==> src/rtl/alu_arbiter_pkg.sv <==
// alu_arbiter_pkg: opcodes, illegal-op check, FSM encoding and requester IDs shared by the arbiter and its ALU
package alu_arbiter_pkg;
  localparam logic [2:0] OP_AND = 3'b000;
  localparam logic [2:0] OP_OR  = 3'b001;
  localparam logic [2:0] OP_ADD = 3'b010;
  localparam logic [2:0] OP_SUB = 3'b110;
  localparam logic [2:0] OP_GT  = 3'b111;
  localparam logic ID_A = 1'b0;
  localparam logic ID_B = 1'b1;
  typedef enum logic [1:0] {IDLE = 2'd0, EXEC = 2'd1, RESP = 2'd2} state_t;
  function automatic logic is_illegal(input logic [2:0] op);
    return !(op == OP_AND || op == OP_OR || op == OP_ADD || op == OP_SUB || op == OP_GT);
  endfunction
endpackage

==> src/rtl/alu_arbiter_alu.sv <==
// alu_arbiter_alu: combinational ALU (op1, op2, aluop -> result); illegal codes give 0
module alu_arbiter_alu
  import alu_arbiter_pkg::*;
#(
  parameter int WIDTH = 32
) (
  input  logic [WIDTH-1:0] op1,
  input  logic [WIDTH-1:0] op2,
  input  logic [2:0]       aluop,
  output logic [WIDTH-1:0] result
);
  always_comb begin
    result = aluop == OP_AND ? op1 & op2 :
             aluop == OP_OR  ? op1 | op2 :
             aluop == OP_ADD ? op1 + op2 :
             aluop == OP_SUB ? op1 - op2 :
             aluop == OP_GT  ? {{(WIDTH-1){1'b0}}, op1 > op2} : '0;
  end
endmodule

==> src/rtl/alu_arbiter.sv <==
// alu_arbiter: round-robin share of one ALU between requesters A/B (valid/ready in, rsp valid/ready out, ops_done counter)
module alu_arbiter
  import alu_arbiter_pkg::*;
#(
  parameter int WIDTH = 32,
  parameter int CNT_W = 16
) (
  input  logic             clk,
  input  logic             rst_n,
  input  logic             a_valid,
  output logic             a_ready,
  input  logic [WIDTH-1:0] a_op1,
  input  logic [WIDTH-1:0] a_op2,
  input  logic [2:0]       a_aluop,
  input  logic             b_valid,
  output logic             b_ready,
  input  logic [WIDTH-1:0] b_op1,
  input  logic [WIDTH-1:0] b_op2,
  input  logic [2:0]       b_aluop,
  output logic             rsp_valid,
  input  logic             rsp_ready,
  output logic             rsp_id,
  output logic [WIDTH-1:0] rsp_result,
  output logic             rsp_err,
  output logic [CNT_W-1:0] ops_done
);
  state_t state, state_nx;
  logic [WIDTH-1:0] op1_q, op2_q, alu_res;
  logic [2:0] aluop_q;
  logic owner_q, last_grant, idle;
  assign idle = state == IDLE && rst_n;
  always_comb begin
    a_ready = idle && a_valid && (!b_valid || last_grant == ID_B);
    b_ready = idle && b_valid && (!a_valid || last_grant == ID_A);
    state_nx = state == IDLE ? ((a_ready || b_ready) ? EXEC : IDLE) :
               state == EXEC ? RESP :
               state == RESP ? (rsp_ready ? IDLE : RESP) : IDLE;
  end
  alu_arbiter_alu #(.WIDTH(WIDTH)) u_alu (
    .op1(op1_q),
    .op2(op2_q),
    .aluop(aluop_q),
    .result(alu_res)
  );
  always_ff @(posedge clk or negedge rst_n) begin
    if (!rst_n) begin
      state <= IDLE;
      last_grant <= ID_B;
      op1_q <= '0;
      op2_q <= '0;
      aluop_q <= '0;
      owner_q <= ID_A;
      rsp_valid <= 1'b0;
      rsp_id <= ID_A;
      rsp_result <= '0;
      rsp_err <= 1'b0;
      ops_done <= '0;
    end else begin
      state <= state_nx;
      if (a_ready || b_ready) begin
        op1_q <= a_ready ? a_op1 : b_op1;
        op2_q <= a_ready ? a_op2 : b_op2;
        aluop_q <= a_ready ? a_aluop : b_aluop;
        owner_q <= a_ready ? ID_A : ID_B;
      end
      if (state == EXEC) begin
        rsp_result <= is_illegal(aluop_q) ? '0 : alu_res;
        rsp_err <= is_illegal(aluop_q);
        rsp_id <= owner_q;
        rsp_valid <= 1'b1;
      end
      if (state == RESP && rsp_ready) begin
        rsp_valid <= 1'b0;
        last_grant <= owner_q;
        ops_done <= ops_done + 1'b1;
      end
    end
  end
endmodule

==> config.mk <==
export PLATFORM = sky130hd
export DESIGN_NAME = alu_arbiter
export DESIGN_NICKNAME = d
export VERILOG_FILES = /design/src/rtl/alu_arbiter_pkg.sv /design/src/rtl/alu_arbiter_alu.sv /design/src/rtl/alu_arbiter.sv
export SDC_FILE = /design/constraint.sdc
export NUM_CORES = 1
export LEC_CHECK = 0
export BUFFER_PORTS_ARGS = -buffer_cell sky130_fd_sc_hd__buf_2
export CAP_MARGIN = 20
export CORE_MARGIN = 2
export CORE_UTILIZATION = 35
export CTS_CLUSTER_SIZE = 40
export DETAILED_ROUTE_END_ITERATION = 10
export PLACE_DENSITY = 0.66
export SETUP_SLACK_MARGIN = 0.2
export SLEW_MARGIN = 15
export SYNTH_ARGS = -nofsm -noshare
export SYNTH_HDL_FRONTEND = slang
export SYNTH_SLANG_ARGS = --single-unit
==> constraint.sdc <==
create_clock -name clk -period 7.2 [get_ports clk]
set_input_delay 0.36 -clock clk [delete_from_list [all_inputs] [get_ports clk]]
set_output_delay 0.36 -clock clk [all_outputs]
set_load 0.05 [all_outputs]
==> flow_results.xml <==
<?xml version="1.0" encoding="UTF-8"?>
<metrics>
  <group name="clock_network">
    <metric name="worst_skew_pair.late_latency" unit="ps">430</metric>
    <metric name="cts_tree" unit="">done</metric>
    <metric name="cts_setup_buffers" unit="">0</metric>
    <metric name="clk_pin_slew" unit="ps">60</metric>
    <metric name="numCtsBuffers" unit="">17</metric>
    <metric name="cts.sinks" unit="">122</metric>
    <metric name="cts_hold_buf" unit="">0</metric>
    <metric name="cts-root-to-sink-buffers" unit="">2</metric>
    <metric name="cts_resized" unit="">0</metric>
    <metric name="clock-root-buffer" unit="">sky130_fd_sc_hd__clkbuf_16</metric>
    <metric name="cts.htree.levels" unit="">4</metric>
  </group>
  <group name="route">
    <metric name="drt_drc" unit="">0</metric>
    <metric name="firstDrtPassIters" unit="">6</metric>
    <metric name="final_antenna_net_count" unit="">0</metric>
    <metric name="total_wire_length" unit="mm">32.7</metric>
    <metric name="detailroute.via_count" unit="">9960</metric>
    <metric name="drtIter0Drc" unit="">796</metric>
    <metric name="post_drt_wl_per_cell" unit="µm">18.0</metric>
    <metric name="routed_via_density" unit="">5.48</metric>
  </group>
  <group name="place">
    <metric name="preCtsSetupSlack" unit="ps">3700</metric>
    <metric name="port-buffer-count" unit="">191</metric>
    <metric name="postPlaceCellArea" unit="µm²">11200</metric>
    <metric name="dp.final_hpwl" unit="mm">23.9</metric>
    <metric name="numPlacedInstances" unit="">1787</metric>
    <metric name="routability_congestion_estimate_from_global_placement" unit="">0.908</metric>
  </group>
  <group name="synthesis">
    <metric name="synth.ff_latch_count" unit="">122</metric>
    <metric name="synth.area.top_cells" unit="">sky130_fd_sc_hd__dfrtp_1, sky130_fd_sc_hd__ha_1, sky130_fd_sc_hd__nand2_1, sky130_fd_sc_hd__nor2_1, sky130_fd_sc_hd__a31oi_1</metric>
    <metric name="synth.mux.area_fraction" unit="">0.00641</metric>
    <metric name="ys_dominant_reg_cell" unit="">sky130_fd_sc_hd__dfrtp_1</metric>
    <metric name="synth_top_family_by_area" unit="">compound AO/OA/AOI/OAI gates</metric>
    <metric name="async_flop_share" unit="">1.00</metric>
    <metric name="post_synth.cell_area_avg" unit="µm²">7.71</metric>
    <metric name="synth_top_area_frac" unit="">0.304</metric>
    <metric name="synth-adder-area-share" unit="">0.126</metric>
    <metric name="netlist_instances" unit="">1292</metric>
    <metric name="yosysSeqAreaShare" unit="">0.307</metric>
    <metric name="post_synth_simple_gate_area" unit="">0.194</metric>
    <metric name="synth_enable_flop_cells" unit="">0</metric>
    <metric name="synth_top_area_cell" unit="">sky130_fd_sc_hd__dfrtp_1</metric>
    <metric name="synth_nets" unit="">1530</metric>
    <metric name="synthXorXnorAreaFrac" unit="">0.0449</metric>
    <metric name="ys_warn_count" unit="">0</metric>
    <metric name="synth_compound_area_frac" unit="">0.251</metric>
    <metric name="synth.distinct_cells" unit="">72</metric>
    <metric name="netlist_area" unit="µm²">9960</metric>
  </group>
  <group name="cells_and_area">
    <metric name="register_area" unit="µm²">3050</metric>
    <metric name="layout.cells.most_common_list" unit="">sky130_fd_sc_hd__buf_2, sky130_fd_sc_hd__nand2_1, sky130_fd_sc_hd__nor2_1, sky130_fd_sc_hd__dfrtp_1, sky130_fd_sc_hd__inv_1</metric>
    <metric name="filler_cell_count" unit="">2962</metric>
    <metric name="antenna-diode-count" unit="">0</metric>
    <metric name="net_count_reported_at_finish" unit="">1666</metric>
    <metric name="final_core_utilization" unit="">0.421</metric>
    <metric name="multiInputGateArea" unit="µm²">6220</metric>
    <metric name="layout_cells_sized_above_1" unit="">0.180</metric>
    <metric name="area_growth_syn_to_layout" unit="%">18.1</metric>
    <metric name="finish.cell_count_without_fillers" unit="">1819</metric>
    <metric name="design_area" unit="µm²">11800</metric>
    <metric name="most_frequent_standard_cell_in_the_layout_excluding_fill_and_tap_cells" unit="">sky130_fd_sc_hd__buf_2</metric>
  </group>
  <group name="worst_setup_path">
    <metric name="worst_path_most_repeated_cell" unit="">sky130_fd_sc_hd__inv_1</metric>
    <metric name="startpoint_of_the_worst_setup_timing_path" unit="">op1_q[11]$_DFFE_PN0N_</metric>
    <metric name="worstReg2RegStart" unit="">op1_q[11]$_DFFE_PN0N_</metric>
    <metric name="crit_path_cell_trace" unit="">inv_1 &gt; ha_1 &gt; inv_1 &gt; nor3_1 &gt; a41oi_2 &gt; a31oi_1 &gt; o21a_1 &gt; a311oi_2 &gt; xnor2_1 &gt; a2111oi_2 &gt; a221o_1</metric>
    <metric name="worstSetupEndpointType" unit="">flip-flop</metric>
    <metric name="slowest_cell_delay_on_critical_path" unit="ps">530</metric>
    <metric name="worst-path-max-fanout" unit="">10</metric>
    <metric name="cell_count_of_the_worst_reg_to_reg_path" unit="">11</metric>
    <metric name="setup.worst_path.start_class" unit="">flip-flop</metric>
    <metric name="timing.setup.critical_path_class" unit="">flip-flop to flip-flop</metric>
    <metric name="cp_data_required_time" unit="ps">7560</metric>
    <metric name="worst_ep_arrival_time" unit="ps">3790</metric>
    <metric name="critPathSlowestCell" unit="">sky130_fd_sc_hd__ha_1</metric>
  </group>
  <group name="global_routing">
    <metric name="maximum_number_of_pins_on_one_net_before_global_route_repair" unit="">82</metric>
    <metric name="grt_pass1_vias" unit="">9681</metric>
    <metric name="globalRoute.totalOverflow" unit="">0</metric>
    <metric name="antenna_found_initial" unit="">0</metric>
    <metric name="groute.usage.overall" unit="">0.217</metric>
    <metric name="wire_length_of_the_first_global_routing_pass" unit="mm">52.5</metric>
  </group>
  <group name="timing">
    <metric name="finalCritPeriodShare" unit="">0.477</metric>
    <metric name="max_slew_margin" unit="">0.324</metric>
    <metric name="setup_viol_count_final" unit="">0</metric>
    <metric name="maxClockFrequency" unit="GHz">0.291</metric>
    <metric name="rsz0062_at_grt" unit="">false</metric>
    <metric name="fin_ws" unit="ps">3770</metric>
    <metric name="hold_viol" unit="">1</metric>
    <metric name="timing.setup.tns" unit="ps">0</metric>
    <metric name="report.final.slew_viol_count" unit="">0</metric>
    <metric name="worst-slew-pin-transition" unit="ps">1010</metric>
    <metric name="tmin_final" unit="ps">3430</metric>
    <metric name="timing.clock.skew" unit="ps">13.2</metric>
    <metric name="hold_slack" unit="ps">-9.39</metric>
  </group>
  <group name="pwr">
    <metric name="total_leakage_power" unit="nW">5.63</metric>
    <metric name="switching_share" unit="">0.539</metric>
    <metric name="power_frac_clock" unit="">0.129</metric>
    <metric name="power.total" unit="mW">7.05</metric>
    <metric name="combPwrFrac" unit="">0.688</metric>
    <metric name="power.sequential.fraction" unit="">0.183</metric>
    <metric name="power.density_cell_area" unit="nW/µm²">599</metric>
    <metric name="net-switching-power" unit="mW">3.80</metric>
    <metric name="power.ir.vdd_worst" unit="mV">0.224</metric>
    <metric name="cell_internal_pwr" unit="mW">3.25</metric>
  </group>
  <group name="die">
    <metric name="std_cell_rows" unit="">61</metric>
    <metric name="die_ar" unit="µm²">29800</metric>
    <metric name="die_x" unit="µm">173</metric>
    <metric name="num_io_pins" unit="">192</metric>
    <metric name="fp.dieH" unit="µm">173</metric>
    <metric name="design.core.area" unit="µm²">27900</metric>
    <metric name="initial_core_util" unit="">0.356</metric>
  </group>
  <group name="run">
    <metric name="maxCapViolCount" unit="">0</metric>
  </group>
  <group name="status">
    <metric name="outcome" unit="">finished, violations left</metric>
    <metric name="failing_checks" unit="">hold timing</metric>
  </group>
  <group name="min_path">
    <metric name="worstHoldPathType" unit="">primary input to asynchronous set/reset pin</metric>
  </group>
</metrics>
-- cells in the mapped netlist, types with 6 or more instances --
master / instances
sky130_fd_sc_hd__nand2_1: 179
sky130_fd_sc_hd__nor2_1: 158
sky130_fd_sc_hd__dfrtp_1: 121
sky130_fd_sc_hd__inv_1: 99
sky130_fd_sc_hd__ha_1: 97
sky130_fd_sc_hd__a31oi_1: 81
sky130_fd_sc_hd__a21oi_1: 79
sky130_fd_sc_hd__o21ai_0: 76
sky130_fd_sc_hd__clkbuf_1: 64
sky130_fd_sc_hd__xnor2_1: 42
sky130_fd_sc_hd__nand3_1: 23
sky130_fd_sc_hd__a22oi_1: 18
sky130_fd_sc_hd__nor2b_1: 18
sky130_fd_sc_hd__nor3_1: 16
sky130_fd_sc_hd__nand4_1: 12
sky130_fd_sc_hd__a221oi_1: 11
sky130_fd_sc_hd__buf_2: 11
sky130_fd_sc_hd__nor4_1: 11
sky130_fd_sc_hd__a21o_1: 10
sky130_fd_sc_hd__buf_1: 9
sky130_fd_sc_hd__nand2b_1: 9
sky130_fd_sc_hd__o21bai_1: 9
sky130_fd_sc_hd__xor2_1: 9
sky130_fd_sc_hd__a211oi_1: 8
sky130_fd_sc_hd__o211ai_1: 8
sky130_fd_sc_hd__o21a_1: 7
sky130_fd_sc_hd__o221ai_1: 7
sky130_fd_sc_hd__o31ai_1: 7
sky130_fd_sc_hd__or3_1: 6
-- worst paths after layout --
check	end	slack [ps]
max in group asynchronous	op1_q[14]$_DFFE_PN0N_	5770
min reg2reg	ops_done[15]$_DFFE_PN0P_	470
max reg2reg	rsp_result[25]$_DFFE_PN0P_	3770
max	rsp_result[25]$_DFFE_PN0P_	3770
min	ops_done[15]$_DFFE_PN0P_	-9
min in group clk	state[1]$_DFF_PN0_	160
-- worst max-delay path: cells and delay by family (launching register included) --
kind                       cells  cell delay [ps]
AOI/OAI and AO/OA              6             1630
adders and majority gates      1              530
and+or+nand+nor                1              420
DFF                            1              390
buffers and inverters          2              200
xor gates and xnor gates       1              180
-- power groups by stage --
| stage | clock [mW] | sequential, mW | combinational (mW) |
|---|---|---|---|
| 6_report | 0.910 | 1.29 | 4.85 |
| 5_1_grt | 0.946 | 1.33 | 5.34 |
| 4_1_cts | 0.917 | 1.29 | 4.80 |
| 3_5_place_dp | 0 | 1.30 | 4.76 |
| 3_3_place_gp | 0 | 1.29 | 4.72 |
| 2_1_floorplan | 0 | 1.49 | 3.36 |
-- metal layers --
layer | part of all wire | global-route usage
met1 | 0.44 | 0.289
met2 | 0.47 | 0.363
met3 | 0.060 | 0.0350
met4 | 0.027 | 0.0685
met5 | 0 | 0
-- area by class of cell --
cell class | instances | share of cell area
Clock buffer | 17 | 0.0362
Timing Repair Buffer | 201 | 0.0879
Inverter | 100 | 0.0319
Multi-Input combinational cell | 986 | 0.529
Sequential cell | 122 | 0.260
Tap cell | 378 | 0.0402
Clock inverter | 15 | 0.0152
-- logic make-up (layout without fill, tap and decap cells) --
| group | Yosys count | in the layout |
|---|---|---|
| xor gates and xnor gates | 51 | 51 |
| muxes | 6 | 6 |
| adders and majority gates | 99 | 99 |
| AOI/OAI and AO/OA | 381 | 381 |
| and+or+nand+nor | 449 | 449 |
| buffers and inverters | 184 | 333 |
| DFF | 122 | 122 |
-- sequential cells by signal, summed over array words and instances (netlist names), 2 cells and up --
register,flops
aluop_q,3
op2_q,32
state,2
op1_q,32
rsp_result,32
ops_done,16
Power figures use the tool's default switching activity.
